**src/rtl/neopixel_pkg.sv**
```systemverilog
// Shared types and helpers for the WS2812B frame driver.
// The optional brightness scaler is enabled with NEO_BRIGHTNESS_EN.
package neopixel_pkg;

    typedef enum logic [1:0] {IDLE, LOAD, SEND, LATCH} state_e;

    typedef enum logic {ORDER_RGB, ORDER_GRB} color_order_e;

    localparam color_order_e COLOR_ORDER = ORDER_GRB;

    // ceil(ns * freq / 1e9)
    function automatic int unsigned cycles_from_ns(longint unsigned ns, longint unsigned freq);
        return 32'((ns * freq + 64'd999_999_999) / 64'd1_000_000_000);
    endfunction

    function automatic logic [23:0] to_wire_order(logic [23:0] rgb);
        return (COLOR_ORDER == ORDER_GRB) ? {rgb[15:8], rgb[23:16], rgb[7:0]} : rgb;
    endfunction

    function automatic logic [7:0] scale_channel(logic [7:0] c, logic [7:0] level);
        logic [16:0] prod;
        prod = c * ({1'b0, level} + 9'd1);
        return prod[15:8];
    endfunction

endpackage

```
**src/rtl/neopixel_frame_driver_bit_encoder.sv**
```systemverilog
// WS2812B single-bit waveform generator: high for T0H/T1H, low for the rest of the bit.
// bit_ready rises on the final cycle of a bit so the next bit follows with no gap.
module ws2812_bit_encoder #(
    parameter int unsigned T0H_CYC = 5,
    parameter int unsigned T1H_CYC = 10,
    parameter int unsigned BIT_CYC = 16
) (
    input  logic clk,
    input  logic rst_n,
    input  logic bit_valid,
    input  logic bit_val,
    output logic bit_ready,
    output logic data_out
);

    localparam int unsigned CW = $clog2(BIT_CYC);

    logic [CW-1:0] cnt;
    logic [CW-1:0] cnt_nxt;
    logic          active;
    logic          val;
    logic          last;

    assign cnt_nxt   = cnt + 1'b1;
    assign last      = (cnt == CW'(BIT_CYC - 1));
    assign bit_ready = !active || last;

    always_ff @(posedge clk) begin
        if (!rst_n) begin
            active   <= 1'b0;
            cnt      <= '0;
            val      <= 1'b0;
            data_out <= 1'b0;
        end else if (bit_valid && bit_ready) begin
            active   <= 1'b1;
            cnt      <= '0;
            val      <= bit_val;
            data_out <= 1'b1;
        end else if (active) begin
            if (last) begin
                active   <= 1'b0;
                data_out <= 1'b0;
            end else begin
                cnt      <= cnt_nxt;
                data_out <= (32'(cnt_nxt) < (val ? T1H_CYC : T0H_CYC));
            end
        end
    end

endmodule

```
**src/rtl/neopixel_frame_driver.sv**
```systemverilog
// WS2812B strip driver with a per-LED frame buffer; sends a frame only when dirty.
// Optional brightness scaling at pixel load is enabled with NEO_BRIGHTNESS_EN.
module neopixel_frame_driver
    import neopixel_pkg::*;
#(
    parameter int unsigned SYS_FREQ = 12_090_000,
    parameter int unsigned NUM_LEDS = 8,
    parameter int unsigned T0H_NS   = 400,
    parameter int unsigned T1H_NS   = 800,
    parameter int unsigned BIT_NS   = 1250,
    parameter int unsigned LATCH_US = 80
) (
    input  logic                                           clk,
    input  logic                                           rst_n,
    input  logic                                           wr_en,
    input  logic [$clog2(NUM_LEDS > 1 ? NUM_LEDS : 2)-1:0] wr_addr,
    input  logic [23:0]                                    wr_data,
    input  logic                                           wr_all,
    input  logic                                           refresh_req,
`ifdef NEO_BRIGHTNESS_EN
    input  logic [7:0]                                     brightness,
`endif
    output logic                                           busy,
    output logic                                           frame_done,
    output logic                                           data_out
);

    localparam int unsigned AW        = $clog2(NUM_LEDS > 1 ? NUM_LEDS : 2);
    localparam int unsigned T0H_CYC   = cycles_from_ns(64'(T0H_NS), 64'(SYS_FREQ));
    localparam int unsigned T1H_CYC   = cycles_from_ns(64'(T1H_NS), 64'(SYS_FREQ));
    localparam int unsigned BIT_CYC   = cycles_from_ns(64'(BIT_NS), 64'(SYS_FREQ));
    localparam int unsigned LATCH_CYC = cycles_from_ns(64'(LATCH_US) * 64'd1000, 64'(SYS_FREQ));
    localparam int unsigned LCW       = $clog2(LATCH_CYC);

    state_e          state;
    state_e          state_nxt;
    logic [23:0]     buffer [NUM_LEDS];
    logic            dirty;
    logic [AW-1:0]   pix_idx;
    logic [4:0]      bit_cnt;
    logic [23:0]     shift;
    logic [LCW-1:0]  latch_cnt;
    logic [23:0]     pix_rgb;
    logic [23:0]     load_word;
    logic            addr_ok;
    logic            last_pix;
    logic            latch_done;
    logic            bit_valid;
    logic            bit_val;
    logic            bit_ready;
    logic            any_write;

    assign addr_ok    = (32'(wr_addr) < NUM_LEDS);
    assign last_pix   = (32'(pix_idx) == NUM_LEDS - 1);
    assign latch_done = (latch_cnt == LCW'(LATCH_CYC - 1));
    assign any_write  = wr_all || (wr_en && addr_ok);

    always_comb begin
        pix_rgb = buffer[pix_idx];
`ifdef NEO_BRIGHTNESS_EN
        pix_rgb = {scale_channel(pix_rgb[23:16], brightness),
                   scale_channel(pix_rgb[15:8],  brightness),
                   scale_channel(pix_rgb[7:0],   brightness)};
`endif
    end

    assign load_word = to_wire_order(pix_rgb);

    // The first bit of a pixel is issued straight from LOAD, so each pixel boundary costs one cycle.
    always_comb begin
        state_nxt = state;
        bit_valid = 1'b0;
        bit_val   = shift[23];
        unique case (state)
            IDLE:  if (dirty) state_nxt = LOAD;
            LOAD: begin
                bit_valid = 1'b1;
                bit_val   = load_word[23];
                state_nxt = SEND;
            end
            SEND: begin
                bit_valid = (bit_cnt != 5'd24);
                if (bit_cnt == 5'd24 && bit_ready) state_nxt = last_pix ? LATCH : LOAD;
            end
            LATCH: if (latch_done) state_nxt = IDLE;
        endcase
    end

    always_ff @(posedge clk) begin
        if (!rst_n) begin
            state      <= IDLE;
            busy       <= 1'b0;
            frame_done <= 1'b0;
            dirty      <= 1'b1;
            pix_idx    <= '0;
            bit_cnt    <= '0;
            shift      <= '0;
            latch_cnt  <= '0;
        end else begin
            state      <= state_nxt;
            frame_done <= 1'b0;
            unique case (state)
                IDLE: if (dirty) begin
                    busy    <= 1'b1;
                    pix_idx <= '0;
                end
                LOAD: begin
                    shift   <= {load_word[22:0], 1'b0};
                    bit_cnt <= 5'd1;
                end
                SEND: begin
                    if (bit_valid && bit_ready) begin
                        shift   <= {shift[22:0], 1'b0};
                        bit_cnt <= bit_cnt + 5'd1;
                    end
                    if (state_nxt == LOAD)  pix_idx   <= pix_idx + 1'b1;
                    if (state_nxt == LATCH) latch_cnt <= '0;
                end
                LATCH: begin
                    latch_cnt <= latch_cnt + 1'b1;
                    if (latch_done) begin
                        busy       <= 1'b0;
                        frame_done <= 1'b1;
                    end
                end
            endcase
            // A write landing in the same cycle as frame start must survive the clear.
            if (any_write || refresh_req) dirty <= 1'b1;
            else if (state == IDLE && dirty) dirty <= 1'b0;
        end
    end

    always_ff @(posedge clk) begin
        if (!rst_n) begin
            for (int unsigned i = 0; i < NUM_LEDS; i++) buffer[i] <= '0;
        end else if (wr_all) begin
            for (int unsigned i = 0; i < NUM_LEDS; i++) buffer[i] <= wr_data;
        end else if (wr_en && addr_ok) begin
            buffer[wr_addr] <= wr_data;
        end
    end

    ws2812_bit_encoder #(
        .T0H_CYC (T0H_CYC),
        .T1H_CYC (T1H_CYC),
        .BIT_CYC (BIT_CYC)
    ) u_encoder (
        .clk       (clk),
        .rst_n     (rst_n),
        .bit_valid (bit_valid),
        .bit_val   (bit_val),
        .bit_ready (bit_ready),
        .data_out  (data_out)
    );

endmodule

```
**config.mk**
```make
export PLATFORM = sky130hd
export DESIGN_NAME = neopixel_frame_driver
export DESIGN_NICKNAME = d
export VERILOG_FILES = /design/src/rtl/neopixel_pkg.sv /design/src/rtl/neopixel_frame_driver_bit_encoder.sv /design/src/rtl/neopixel_frame_driver.sv
export SDC_FILE = /design/constraint.sdc
export NUM_CORES = 1
export LEC_CHECK = 0
export CORE_MARGIN = 1.5
export CORE_UTILIZATION = 30
export CTS_BUF_LIST = sky130_fd_sc_hd__clkbuf_4 sky130_fd_sc_hd__clkbuf_8 sky130_fd_sc_hd__clkbuf_16
export DETAILED_ROUTE_END_ITERATION = 16
export PLACE_DENSITY = 0.52
export SLEW_MARGIN = 15
export SYNTH_ARGS = -nofsm -noshare
export SYNTH_HDL_FRONTEND = slang
export SYNTH_HIERARCHICAL = 1
export SYNTH_SLANG_ARGS = --single-unit
```
**constraint.sdc**
```tcl
create_clock -name clk -period 5.6 [get_ports clk]
set_clock_uncertainty 0.1 [all_clocks]
set_input_delay 1.12 -clock clk [delete_from_list [all_inputs] [get_ports clk]]
set_output_delay 1.12 -clock clk [all_outputs]
set_load 0.01 [all_outputs]
```
==> flow_summary_export.csv <==
group,metric,value,unit
status,status,"completed",
floorplan,std_cell_rows,70,
final_layout,share_of_post_route_cells_with_drive_strength_above_1,0.150,
logic_synthesis,ys_types,54,
clock_tree,h-tree-depth,1,
placement,portBuffers,34,
clock_tree,clock-root-buffer,"clkbuf_16",
global_route,grt_first_pass_wirelength,40.2,mm
logic_synthesis,synthCells,850,
critical_path,timing.critical_path.fanout_max,54,
timing,final-setup-viol-count,0,
clock_tree,cts.sink_count,248,
global_route,congestion_overflow_gr,0,
route,dr.first_iter.drc_count,306,
timing,clock.fmax,277,MHz
flow_run,max_cap_violations,0,
placement,placedInstanceArea,12100,um2
placement,detailedPlacementHpwl,14.5,mm
critical_path,worst_path_max_delay_cell,"ha_2",
route,antenna_left,0,
clock_tree,clkLatencyLatePin,0.55,ns
critical_path,worstSetupStartpointType,"flip-flop",
global_route,via_count_of_the_first_global_routing_pass,6786,
pwr,p_per_area,361,nW/um2
final_layout,nets,927,
critical_path,cp_slowest_stage_delay,0.89,ns
logic_synthesis,async_s_r_ff_share_synth,0,
floorplan,core_region_area,36700,um2
logic_synthesis,synth_seq_cells,248,
critical_path,timing.critical_path.mode_cell,"inv_1",
timing,final-hold-violation-count,0,
critical_path,crit_path_end_kind,"flip-flop",
final_layout,layout.cell_area.non_filler,13100,um2
pwr,ir_drop,0.000256,V
logic_synthesis,synth_warnings,6,
floorplan,overall_die_area,38600,um2
clock_tree,post_cts_resized,0,
clock_tree,cts_tree,"built",
logic_synthesis,dominant_cell_type_by_area_after_synthesis,"edfxtp_1",
floorplan,fp.dieW,196,um
critical_path,cp_data_required_time,5.89,ns
route,vias,6597,
critical_path,critical_path_class,"flip-flop to flip-flop",
clock_tree,clock_pin_slew_on_the_worst_setup_and_hold_paths,0.07,ns
route,detail_route.vias_per_cell,4.82,
route,drt_first_pass_iters,4,
timing,slew-limit-headroom,0.217,
logic_synthesis,share_of_synthesized_area_occupied_by_flip_flops_and_latches,0.613,
timing,grt_setup_unrepaired,"no",
pwr,cellLeakagePower,0.00452,uW
timing,worstMarginPinSlew,1.17,ns
timing,period_minus_slack,3.61,ns
logic_synthesis,synth_edf_count,192,
timing,fin_setup_tns,0,ns
logic_synthesis,synth_area,11200,um2
logic_synthesis,synth.net_count,896,
logic_synthesis,synthTopCellsByArea,"edfxtp_1, dfxtp_1, mux4_2",
clock_tree,cts-hold-fix-buffers,0,
critical_path,crit_chain,"inv_1 -> ha_2 -> inv_1 -> a21oi_1 -> nor2_1 -> buf_4 -> nand2_1 -> o22ai_1",
logic_synthesis,ys_dominant_reg_cell,"edfxtp_1",
clock_tree,cts-root-to-sink-buffers,3,
clock_tree,tritoncts.num_buffers,27,
critical_path,worstPathArrival,3.90,ns
placement,finalWeightedCongestion,0.790,
route,drt-wirelength-per-cell,18.6,um
floorplan,fp.dieH,196,um
min_path,hold_path.class,"flip-flop to flip-flop",
route,drc_errors,0,
clock_tree,post_cts_buffers,0,
placement,place_inst,1320,
floorplan,start_util,0.306,
timing,timing.final.max_slew_violations,0,
timing,period_share,0.645,
logic_synthesis,yosysTopAreaCellShare,0.513,
logic_synthesis,syn_avg_cell_area,13.2,um2
global_route,pin_count_of_the_biggest_net_entering_global_routing,55,
final_layout,antenna-diode-count,0,
route,detail_route.wirelength,25.4,mm
final_layout,instances_no_fill,1370,
global_route,grt_antenna_before_repair,0,
final_layout,syn2layout_area_growth,16.2,%
global_route,track_usage,0.135,
floorplan,io_pins,35,
power by group:
group | total [uW] | switching [uW] | internal (uW)
registers | 2270 | 85.6 | 2180
clock network | 1790 | 730 | 1060
logic | 658 | 394 | 264
metal layers:
metal / vias up / part of all wire / track usage
met5: - / 0 / 0
met4: 0 / 0.020 / 0.0316
met3: 35 / 0.033 / 0.0176
met2: 91 / 0.50 / 0.237
met1: 3277 / 0.45 / 0.178
li1: 3194 / - / -
cells by family after synthesis:
logic type / Yosys count / share of synthesized area
flip-flops: 248 / 0.613
AO/OA/AOI/OAI: 125 / 0.0706
multiplexers: 73 / 0.119
XOR/XNOR: 5 / 0.00390
adder cells (fa/ha/maj): 14 / 0.0156
buffers and inverters: 64 / 0.0227
AND/OR/NAND/NOR: 321 / 0.155
flip-flops by register name (all words and copies together), names as in the netlist, named ones only:
name / flops
busy: 1
state: 2
pix_idx: 3
dirty: 1
buffer: 192
u_encoder/active: 1
frame_done: 1
latch_cnt: 10
bit_cnt: 5
shift: 23
u_encoder/data_out: 1
u_encoder/cnt: 4
u_encoder/val: 1
cell usage in the layout, fill, tap and decap left out, drive strengths merged, types with 2 or more instances in the layout:
cell type      Yosys  routed
nand3             13      13
o22ai             27      27
o2111ai            4       4
mux2i             24      24
buf               13      16
and2             169     169
a211oi             4       4
or4                2       2
o31a               2       2
inv               16      17
bufinv             0       2
o21ai             19      19
o32ai              5       5
nor3               5       5
o211ai             5       5
nand2b             6       6
nor4               2       2
a21oi             45      45
and3               2       2
nor2b              5       5
or3                3       3
dfxtp             56      56
a21boi             5       5
ha                14      14
nand2             54      54
clkinv             1      10
nand4b             3       3
edfxtp           192     192
nor2              53      53
xnor2              4       4
clkbuf            34      37
clkdlybuf4s50      0      33
mux4              48      48
cell type report:
class / count / area, um2
fillers: 3526 / 23600
clock inverters: 13 / 129
inverters: 17 / 63.8
multi-input cells: 538 / 4160
repair buffers: 49 / 448
flip-flops and latches: 248 / 6890
clock buffers: 37 / 776
well taps: 468 / 586
critical path: cells and delay by family (launching register included):
family                   cells  cell delay (ns)
AO/OA/AOI/OAI                2             0.60
adder cells (fa/ha/maj)      1             0.89
buffers and inverters        3             0.75
flip-flops                   1             0.34
AND/OR/NAND/NOR              2             0.77
final timing paths:
check,startpoint,to,slack (ns),cells after the start
worst max-delay path,state[0]$_SDFF_PN0_,shift[3]$_SDFFE_PN0P_,1.99,8
worst min-delay path,shift[2]$_SDFFE_PN0P_,shift[2]$_SDFFE_PN0P_,0.37,2
worst max register to register,state[0]$_SDFF_PN0_,shift[3]$_SDFFE_PN0P_,1.99,8
worst min register to register,shift[2]$_SDFFE_PN0P_,shift[2]$_SDFFE_PN0P_,0.37,2
metrics by stage:
stage	utilization	hold slack, ns	setup WS, ns	total power, uW
after floorplan	-	0.347	1.99	2750
after global placement	0.331	0.356	1.71	2970
after detailed placement	0.331	0.359	1.71	2970
after CTS	0.356	0.369	1.94	4770
after global routing	0.356	0.381	1.67	4930
final	0.356	0.370	1.99	4720
cells in the mapped netlist (15+ instances only):
master	n
edfxtp_1	192
and2_1	168
dfxtp_1	56
nand2_1	54
nor2_1	53
mux4_2	48
a21oi_1	44
clkbuf_1	34
o22ai_1	27
mux2i_1	24
o21ai_0	18
inv_1	15
Power figures use the tool's default switching activity.
